==> src/rtl/multdiv_pkg.sv <==
// Shared types and constants for the iterative multiply/divide unit.
package multdiv_pkg;

    localparam int ITER_CNT_W = 6;

    typedef enum logic [2:0] {
        ST_IDLE,
        ST_MULT,
        ST_DIV,
        ST_FINISH,
        ST_DIVZ
    } state_e;

    typedef enum logic {
        OP_MULT = 1'b0,
        OP_DIV  = 1'b1
    } op_sel_e;

endpackage

==> src/rtl/multdiv_if.sv <==
// Request/response bundle between the main control and the multiply/divide unit.
interface multdiv_if #(
    parameter int WIDTH = 32
);
    logic             start_mult;
    logic             start_div;
    logic [WIDTH-1:0] op_a;
    logic [WIDTH-1:0] op_b;
    logic             busy;
    logic             done;
    logic             hilo_write;
    logic             div_zero;
    logic [WIDTH-1:0] hi;
    logic [WIDTH-1:0] lo;

    modport master (
        output start_mult, start_div, op_a, op_b,
        input  busy, done, hilo_write, div_zero, hi, lo
    );

    modport slave (
        input  start_mult, start_div, op_a, op_b,
        output busy, done, hilo_write, div_zero, hi, lo
    );
endinterface

==> src/rtl/multdiv_core.sv <==
// Iterative datapath: one shift-add (multiply) or restoring-subtract (divide) step per cycle.
module multdiv_core
    import multdiv_pkg::*;
#(
    parameter int WIDTH = 32
) (
    input  logic             clk,
    input  logic             load_i,
    input  op_sel_e          load_op_i,
    input  logic             step_i,
    input  op_sel_e          step_op_i,
    input  logic [WIDTH-1:0] a_i,
    input  logic [WIDTH-1:0] b_i,
    output logic [WIDTH-1:0] hi_nxt_o,
    output logic [WIDTH-1:0] lo_nxt_o
);

    // upper: accumulator / partial remainder; lower: multiplier / dividend-then-quotient
    logic [WIDTH-1:0] upper_q, upper_d;
    logic [WIDTH-1:0] lower_q, lower_d;
    logic [WIDTH-1:0] opnd_q, opnd_d;
    logic [WIDTH-1:0] addend;
    logic [WIDTH:0]   add_sum;
    logic [WIDTH:0]   rem_shift;
    logic [WIDTH-1:0] rem_diff;
    logic             rem_ge;

    always_comb begin
        addend    = lower_q[0] ? opnd_q : '0;
        add_sum   = {1'b0, upper_q} + {1'b0, addend};
        rem_shift = {upper_q, lower_q[WIDTH-1]};
        rem_ge    = (rem_shift >= {1'b0, opnd_q});
        // Partial remainder stays below the divisor, so the difference fits WIDTH bits.
        rem_diff  = rem_shift[WIDTH-1:0] - opnd_q;
        upper_d   = upper_q;
        lower_d   = lower_q;
        opnd_d    = opnd_q;
        if (load_i) begin
            upper_d = '0;
            opnd_d  = (load_op_i == OP_MULT) ? a_i : b_i;
            lower_d = (load_op_i == OP_MULT) ? b_i : a_i;
        end else if (step_i) begin
            if (step_op_i == OP_MULT) begin
                upper_d = add_sum[WIDTH:1];
                lower_d = {add_sum[0], lower_q[WIDTH-1:1]};
            end else begin
                upper_d = rem_ge ? rem_diff : rem_shift[WIDTH-1:0];
                lower_d = {lower_q[WIDTH-2:0], rem_ge};
            end
        end
    end

    always_ff @(posedge clk) begin
        upper_q <= upper_d;
        lower_q <= lower_d;
        opnd_q  <= opnd_d;
    end

    assign hi_nxt_o = upper_d;
    assign lo_nxt_o = lower_d;

endmodule

==> src/rtl/multdiv_ctrl.sv <==
// Multiply/divide controller: FSM, iteration counter, handshake and HI/LO registers.
// Define MULTDIV_SIGNED_EN for two's-complement operands (magnitude datapath plus sign fix-up).
module multdiv_ctrl
    import multdiv_pkg::*;
#(
    parameter int WIDTH = 32
) (
    input  logic     clk,
    input  logic     reset,
    multdiv_if.slave bus
);

    state_e                  state_q, state_d;
    logic [ITER_CNT_W-1:0]   cnt_q, cnt_d;
    logic [WIDTH-1:0]        hi_q, hi_d;
    logic [WIDTH-1:0]        lo_q, lo_d;
    logic [WIDTH-1:0]        a_mag, b_mag;
    logic [WIDTH-1:0]        core_hi, core_lo;
    logic                    accept, iterating, last_iter, commit;
    op_sel_e                 load_op, step_op;

    assign accept    = (state_q == ST_IDLE) && (bus.start_mult || bus.start_div);
    assign iterating = (state_q == ST_MULT) || (state_q == ST_DIV);
    assign last_iter = (cnt_q == ITER_CNT_W'(WIDTH - 1));
    assign commit    = iterating && last_iter;
    assign load_op   = bus.start_mult ? OP_MULT : OP_DIV;
    assign step_op   = (state_q == ST_DIV) ? OP_DIV : OP_MULT;

`ifdef MULTDIV_SIGNED_EN
    logic                  neg_p_q, neg_r_q;
    logic [2*WIDTH-1:0]    prod_fix;

    assign a_mag    = bus.op_a[WIDTH-1] ? -bus.op_a : bus.op_a;
    assign b_mag    = bus.op_b[WIDTH-1] ? -bus.op_b : bus.op_b;
    assign prod_fix = neg_p_q ? -{core_hi, core_lo} : {core_hi, core_lo};

    // Product and quotient take the XOR of operand signs; remainder follows the dividend.
    always_ff @(posedge clk) begin
        if (accept) begin
            neg_p_q <= bus.op_a[WIDTH-1] ^ bus.op_b[WIDTH-1];
            neg_r_q <= bus.op_a[WIDTH-1];
        end
    end

    always_comb begin
        if (state_q == ST_MULT) begin
            hi_d = prod_fix[2*WIDTH-1:WIDTH];
            lo_d = prod_fix[WIDTH-1:0];
        end else begin
            hi_d = neg_r_q ? -core_hi : core_hi;
            lo_d = neg_p_q ? -core_lo : core_lo;
        end
    end
`else
    assign a_mag = bus.op_a;
    assign b_mag = bus.op_b;
    assign hi_d  = core_hi;
    assign lo_d  = core_lo;
`endif

    multdiv_core #(.WIDTH(WIDTH)) u_core (
        .clk       (clk),
        .load_i    (accept),
        .load_op_i (load_op),
        .step_i    (iterating),
        .step_op_i (step_op),
        .a_i       (a_mag),
        .b_i       (b_mag),
        .hi_nxt_o  (core_hi),
        .lo_nxt_o  (core_lo)
    );

    always_ff @(posedge clk) begin
        if (reset) begin
            state_q <= ST_IDLE;
        end else begin
            state_q <= state_d;
        end
    end

    always_comb begin
        state_d = state_q;
        unique case (state_q)
            ST_IDLE: begin
                if (bus.start_mult) begin
                    state_d = ST_MULT;
                end else if (bus.start_div) begin
                    state_d = (bus.op_b == '0) ? ST_DIVZ : ST_DIV;
                end
            end
            ST_MULT, ST_DIV: begin
                if (last_iter) begin
                    state_d = ST_FINISH;
                end
            end
            ST_FINISH, ST_DIVZ: state_d = ST_IDLE;
            default:            state_d = ST_IDLE;
        endcase
    end

    always_comb begin
        bus.busy       = iterating;
        bus.done       = (state_q == ST_FINISH) || (state_q == ST_DIVZ);
        bus.hilo_write = (state_q == ST_FINISH);
        bus.div_zero   = (state_q == ST_DIVZ);
    end

    assign cnt_d = accept ? '0 : (iterating ? cnt_q + 1'b1 : cnt_q);

    // Result lands on the last iteration edge so it is visible alongside done.
    always_ff @(posedge clk) begin
        if (reset) begin
            cnt_q <= '0;
            hi_q  <= '0;
            lo_q  <= '0;
        end else begin
            cnt_q <= cnt_d;
            if (commit) begin
                hi_q <= hi_d;
                lo_q <= lo_d;
            end
        end
    end

    assign bus.hi = hi_q;
    assign bus.lo = lo_q;

endmodule

==> src/flat_wrapper.sv <==
// flat-port wrapper written by rule: the top's interface ports become plain ports
module multdiv_ctrl_flat import multdiv_pkg::*;
#(
    parameter int WIDTH = 32
)
  (clk, reset, bus_start_mult, bus_start_div, bus_op_a, bus_op_b, bus_busy, bus_done, bus_hilo_write, bus_div_zero, bus_hi, bus_lo);
  multdiv_if #(.WIDTH(WIDTH)) bus_i ();
  input  logic clk;
  input  logic reset;
  input wire logic [$bits(bus_i.start_mult)-1:0] bus_start_mult;
  input wire logic [$bits(bus_i.start_div)-1:0] bus_start_div;
  input wire logic [$bits(bus_i.op_a)-1:0] bus_op_a;
  input wire logic [$bits(bus_i.op_b)-1:0] bus_op_b;
  output wire logic [$bits(bus_i.busy)-1:0] bus_busy;
  output wire logic [$bits(bus_i.done)-1:0] bus_done;
  output wire logic [$bits(bus_i.hilo_write)-1:0] bus_hilo_write;
  output wire logic [$bits(bus_i.div_zero)-1:0] bus_div_zero;
  output wire logic [$bits(bus_i.hi)-1:0] bus_hi;
  output wire logic [$bits(bus_i.lo)-1:0] bus_lo;
  assign bus_i.start_mult = bus_start_mult;
  assign bus_i.start_div = bus_start_div;
  assign bus_i.op_a = bus_op_a;
  assign bus_i.op_b = bus_op_b;
  assign bus_busy = bus_i.busy;
  assign bus_done = bus_i.done;
  assign bus_hilo_write = bus_i.hilo_write;
  assign bus_div_zero = bus_i.div_zero;
  assign bus_hi = bus_i.hi;
  assign bus_lo = bus_i.lo;
  multdiv_ctrl #(.WIDTH(WIDTH)) u_core (.clk(clk), .reset(reset), .bus(bus_i));
endmodule
==> config.mk <==
export PLATFORM = sky130hd
export DESIGN_NAME = multdiv_ctrl_flat
export DESIGN_NICKNAME = d
export VERILOG_FILES = /design/src/rtl/multdiv_pkg.sv /design/src/rtl/multdiv_if.sv /design/src/rtl/multdiv_core.sv /design/src/rtl/multdiv_ctrl.sv /design/src/flat_wrapper.sv
export SDC_FILE = /design/constraint.sdc
export NUM_CORES = 1
export LEC_CHECK = 0
export ABC_AREA = 0
export BUFFER_PORTS_ARGS = -buffer_cell sky130_fd_sc_hd__buf_4
export CAP_MARGIN = 20
export CORE_MARGIN = 8
export CORE_UTILIZATION = 43
export DETAILED_ROUTE_END_ITERATION = 10
export HOLD_SLACK_MARGIN = 0.05
export SLEW_MARGIN = 20
export SYNTH_ARGS = -nofsm -noshare
export SYNTH_HDL_FRONTEND = slang
export SYNTH_SLANG_ARGS = --single-unit
==> constraint.sdc <==
create_clock -name clk -period 3 [get_ports clk]
set_input_delay 0 -clock clk [delete_from_list [all_inputs] [get_ports clk]]
set_output_delay 0 -clock clk [all_outputs]
set_load 0.03 [all_outputs]
Word level (Yosys, flattened, before mapping):

Cells that the tools add are included.
Widths: inputs -> output; s select.

* register bits after elaboration: 169
* input port bits: 68
* output and inout port bits: 68

* add/subtract/negate cells: 3
* $lt $le $gt $ge: 1
* equal/unequal tests: 7
* mux-type cells: 16
* reduce and logical (&&, ||, !) cells: 10

Operator list (count)
* $mux 32: 10
* $add 32x32->33: 1
* $ge 33x32->1: 1
* $logic_not 32->1: 1
* $sub 32x32->32: 1
* $mux 3: 4
* $add 6x1->6 const B: 1
* $eq 3x2->1 const B: 2
* $eq 6x5->1 const B: 1
* $pmux 3 s2: 1
* $reduce_or 2->1: 2
* $eq 3x1->1 const B: 1
* $eq 3x3->1 const B: 1
* $logic_not 3->1: 1
* $logic_or 1x1->1: 3
* $ne 3x3->1 const B: 1
* $logic_and 1x1->1: 2
* $ne 2x1->1 const B: 1
* $reduce_and 2->1: 1
* $mux 1: 1

Depth between registers and ports, before layout:

* depth after elaboration: 5
* gate-level depth with buffers: 15

By module:

A second synthesis with hierarchy kept.

* cell total of the unflattened synthesis: 1406
* area, all modules: 11402.2 um^2

By module, submodules not included
* multdiv_core: instances 1, cells an instance 1059, area each 8573.2 um^2, sequential area each 2242.2 um^2
* multdiv_ctrl: instances 1, cells an instance 347, area each 2829.0 um^2, sequential area each 1461.4 um^2

Worst setup path after synthesis:

Ideal clock, no wire load.

* path type: flip-flop to flip-flop
* start: register u_core.u_core.lower_q[0]
* end: register u_core.hi_q[29] (netlist: u_core.bus.hi[29])
* library setup time: 0.122 ns
* arrival: 2.894 ns
* required time: 2.878 ns
* path slack: -0.016 ns
* stages on the path, launching flop included: 16
* path buffers: 1
* clock period less this slack: 3.016 ns
* cells stage by stage: dfxtp_1 -> clkbuf_1 -> and2_1 -> ha_1 -> inv_1 -> fa_1 -> nand2b_1 -> a21oi_1 -> o21ai_1 -> a21oi_1 -> o21ai_1 -> a32oi_1 -> a31oi_1 -> xor2_1 -> nand3_1 -> o311a_1

* word-level cells in the longest chain between the ends: 5

RTL lines
* start: declaration: line multdiv_core.sv:20 `logic [WIDTH-1:0] lower_q, lower_d;`
* start signal: assignment: line multdiv_core.sv:55 `lower_q <= lower_d;`
* $mux 32: line multdiv_core.sv:29 `addend = lower_q[0] ? opnd_q : '0;`
* $add 32x32->33: line multdiv_core.sv:30 `add_sum = {1'b0, upper_q} + {1'b0, addend};`
* $mux 32: line multdiv_core.sv:43 `if (step_op_i == OP_MULT) begin`
* $mux 32: line multdiv_core.sv:42 `end else if (step_i) begin`
* $mux 32: line multdiv_core.sv:38 `if (load_i) begin`
* end signal: assignment: line multdiv_ctrl.sv:119 `hi_q <= hi_d;`
* end: declaration: line multdiv_ctrl.sv:15 `logic [WIDTH-1:0] hi_q, hi_d;`

Every way passes these cells.
A chain may end at the register's enable or synchronous reset.

Final worst setup path:

* start: register u_core.u_core.opnd_q[24]
* end: register u_core.hi_q[29] (netlist: u_core.bus.hi[29])

* word-level cells in the longest chain between the ends: 5
* elaborated cells on any way between the ends: 8

RTL lines
* start: declaration: line multdiv_core.sv:21 `logic [WIDTH-1:0] opnd_q, opnd_d;`
* start signal: assignment: line multdiv_core.sv:56 `opnd_q <= opnd_d;`
* $mux 32 (tied with other cells): line multdiv_core.sv:29
* $add 32x32->33 or $mux 32 (tied branches): line multdiv_core.sv:30, multdiv_core.sv:47
* $mux 32 (*): line multdiv_core.sv:43
* $mux 32 (*): line multdiv_core.sv:42
* $mux 32 (*): line multdiv_core.sv:38

Every way passes the cells marked *; elsewhere a longest branch is shown, timed or not.

==> results.sh <==
export IMPL_arrival_ps=3370
export IMPL_cp_start_kind="register"
export IMPL_grt_pass1_wl_mm=63.6
export IMPL_netlist_instances=1457
export IMPL_tns_ps=-66.5
export IMPL_synthArstFlopShare=0
export IMPL_syn_num_nets=1592
export IMPL_worst_setup_path_type="register to register"
export IMPL_io_buffers=135
export IMPL_syn_area_um2=11400
export IMPL_cts_tree="done"
export IMPL_grt_overflow_total=0
export IMPL_core_area_um2=26100
export IMPL_synth_ff_type="dfxtp_1"
export IMPL_worstMarginPinSlew_ps=950
export IMPL_status="finished with violations"
export IMPL_place_inst=2019
export IMPL_syn_avg_cell_area_um2=7.85
export IMPL_slew_violations=0
export IMPL_nets=1963
export IMPL_wl_per_cell_um=19.1
export IMPL_grt_setup_unrepaired="yes"
export IMPL_cts_buffer_depth=2
export IMPL_power_leakage_nw=6.96
export IMPL_drive_gt1_frac=0.324
export IMPL_die_h_um=179
export IMPL_grt_max_degree=68
export IMPL_fin_crit_sh=1.01
export IMPL_fin_crit_ps=3030
export IMPL_row_count=59
export IMPL_multiInputGateArea_um2=8110
export IMPL_cap_violations=0
export IMPL_drt_first_pass_iters=5
export IMPL_gp_congestion=0.920
export IMPL_violations="setup timing"
export IMPL_cts_sinks=169
export IMPL_hold_viol=0
export IMPL_start_util=0.438
export IMPL_final_cells=2178
export IMPL_synth_edf_count=32
export IMPL_drc=0
export IMPL_ys_seq_elements=169
export IMPL_yosysSeqAreaShare=0.324
export IMPL_mostFrequentLayoutCell="buf_4"
export IMPL_seqCellArea_um2=3710
export IMPL_die_w_um=179
export IMPL_path_clk_slew_ps=80
export IMPL_grt_antenna_before_repair=0
export IMPL_drt_total_wl_mm=41.6
export IMPL_clock_fmax_mhz=330
export IMPL_finalSetupViolCount=4
export IMPL_ir_worst_vdd_mv=0.322
export IMPL_vias=12300
export IMPL_viasPerCell=5.64
export IMPL_slew_headroom=0.367
export IMPL_root_buffer="clkbuf_16"
export IMPL_n_fill_cell=2227
export IMPL_fin_skew_ps=16.2
export IMPL_crit_path_end_kind="register"
export IMPL_synth_distinct_cells=80
export IMPL_power_density_nw_per_um2=624
export IMPL_min_path_type="input pin to register"
export IMPL_fin_ws_ps=-30.0
export IMPL_drt_iter0_drc=895
export IMPL_yosysWarningCount=0
export IMPL_area_delta_synth_final_pct=46.2
export IMPL_grtUsageTotal=0.250
export IMPL_layout_common_cells="buf_4, nand2_1, dfxtp_1, a21oi_1, dlygate4sd3_1"
export IMPL_clk_latency_ps=440
export IMPL_hpwl_mm=28.7
export IMPL_h_tree_depth=4
export IMPL_grt_pass1_vias=12100
export IMPL_crit_required_ps=3340
export IMPL_ant_nets=0
export IMPL_cts_buffers=17
export IMPL_path_max_fanout=7
export IMPL_num_io_pins=136
export IMPL_die_area_um2=32100
worst paths after layout:
| path | startpoint | end | slack [ps] | cells past startpoint |
|---|---|---|---|---|
| setup reg to reg | u_core.u_core.opnd_q[24] | u_core.bus.hi[29] | -30 | 14 |
| hold / removal | reset | u_core.bus.hi[23] | 120 | 4 |
| hold reg to reg | u_core.bus.hi[18] | u_core.bus.hi[18] | 450 | 2 |
| setup / recovery | u_core.u_core.opnd_q[24] | u_core.bus.hi[29] | -30 | 14 |
cell families after synthesis:
| kind of cell | after synthesis | share of synthesized area |
|---|---|---|
| AND/OR/NAND/NOR | 543 | 0.213 |
| AO/OA/AOI/OAI | 391 | 0.216 |
| flip-flops | 169 | 0.324 |
| buffers and inverters | 147 | 0.0539 |
| multiplexers | 81 | 0.0743 |
| adder cells (fa/ha/maj) | 67 | 0.0746 |
| XOR/XNOR | 59 | 0.0452 |
cell type report:
cell class,count,share of cell area
antenna,2,0.000299
clock buffer,18,0.0257
clock inverter,14,0.00920
inverter,48,0.0108
multi-input combinational,1141,0.485
sequential,169,0.222
tap,335,0.0251
timing repair buffer,451,0.223
synth_stat cells, types with 33 or more instances:
master | number | area, µm²
nor2_1 | 89 | 334
nand3_1 | 61 | 305
a21oi_1 | 133 | 666
nor3_1 | 33 | 165
clkbuf_1 | 63 | 236
o211ai_1 | 43 | 323
inv_1 | 47 | 176
nand2_1 | 259 | 972
dfxtp_1 | 137 | 2740
mux2i_1 | 49 | 490
o21ai_0 | 73 | 365
ha_1 | 65 | 813
through the flow:
| stage | power [mW] | hold slack [ps] | util | area [µm²] | setup slack [ps] |
|---|---|---|---|---|---|
| after global placement | 7.15 | 314 | 0.532 | 13900 | -219 |
| after CTS | 9.81 | 106 | 0.608 | 15900 | -17.8 |
| final | 10.4 | 121 | 0.640 | 16700 | -30.0 |
| after detailed placement | 7.18 | 318 | 0.532 | 13900 | -215 |
| after floorplan | 5.49 | 220 | - | 11400 | 40.5 |
| after global routing | 11.0 | 119 | 0.640 | 16700 | -139 |
registers in the layout, indices dropped and copies added, names as in the netlist:
signal / cells
u_core.bus.hi: 32
u_core.bus.lo: 32
u_core.u_core.lower_q: 32
u_core.u_core.opnd_q: 32
u_core.u_core.upper_q: 32
u_core.cnt_q: 6
u_core.state_q: 3
worst max-delay path: stages (launching register included):
cell      delay [ps]
edfxtp_1         490
buf_4            180
buf_4            120
buf_4            120
and2_1           150
ha_1             290
buf_4            150
nand3_1           90
o31ai_2          270
nand2_1          100
a32oi_2          300
a31oi_2          160
xor2_1           220
nand3_1          110
o311a_1          160
what timing repair did:
action	4_1_cts	5_1_grt
hold buffers	96	0
gates resized for setup	71	126
setup buffers	6	22
endpoints found under the setup margin	55	61
hold endpoints to repair	70	0
cloned	0	1
pin swaps	23	75
per-layer routing:
| metal | up-vias | routed length, µm | share of wire | GRT usage |
|---|---|---|---|---|
| met4 | 0 | 1090 | 0.026 | 0.0889 |
| met2 | 380 | 19500 | 0.47 | 0.405 |
| met1 | 5884 | 18400 | 0.44 | 0.327 |
| li1 | 5933 | - | - | - |
| met5 | - | 0 | 0 | 0 |
| met3 | 77 | 2630 | 0.063 | 0.0463 |
power breakdown:
group | switching (mW) | total (mW) | internal (mW)
Combinational | 2.75 | 5.28 | 2.53
Clock | 1.16 | 2.27 | 1.12
Sequential | 0.292 | 2.89 | 2.60
Note: power is estimated with default switching activity, not from simulation.
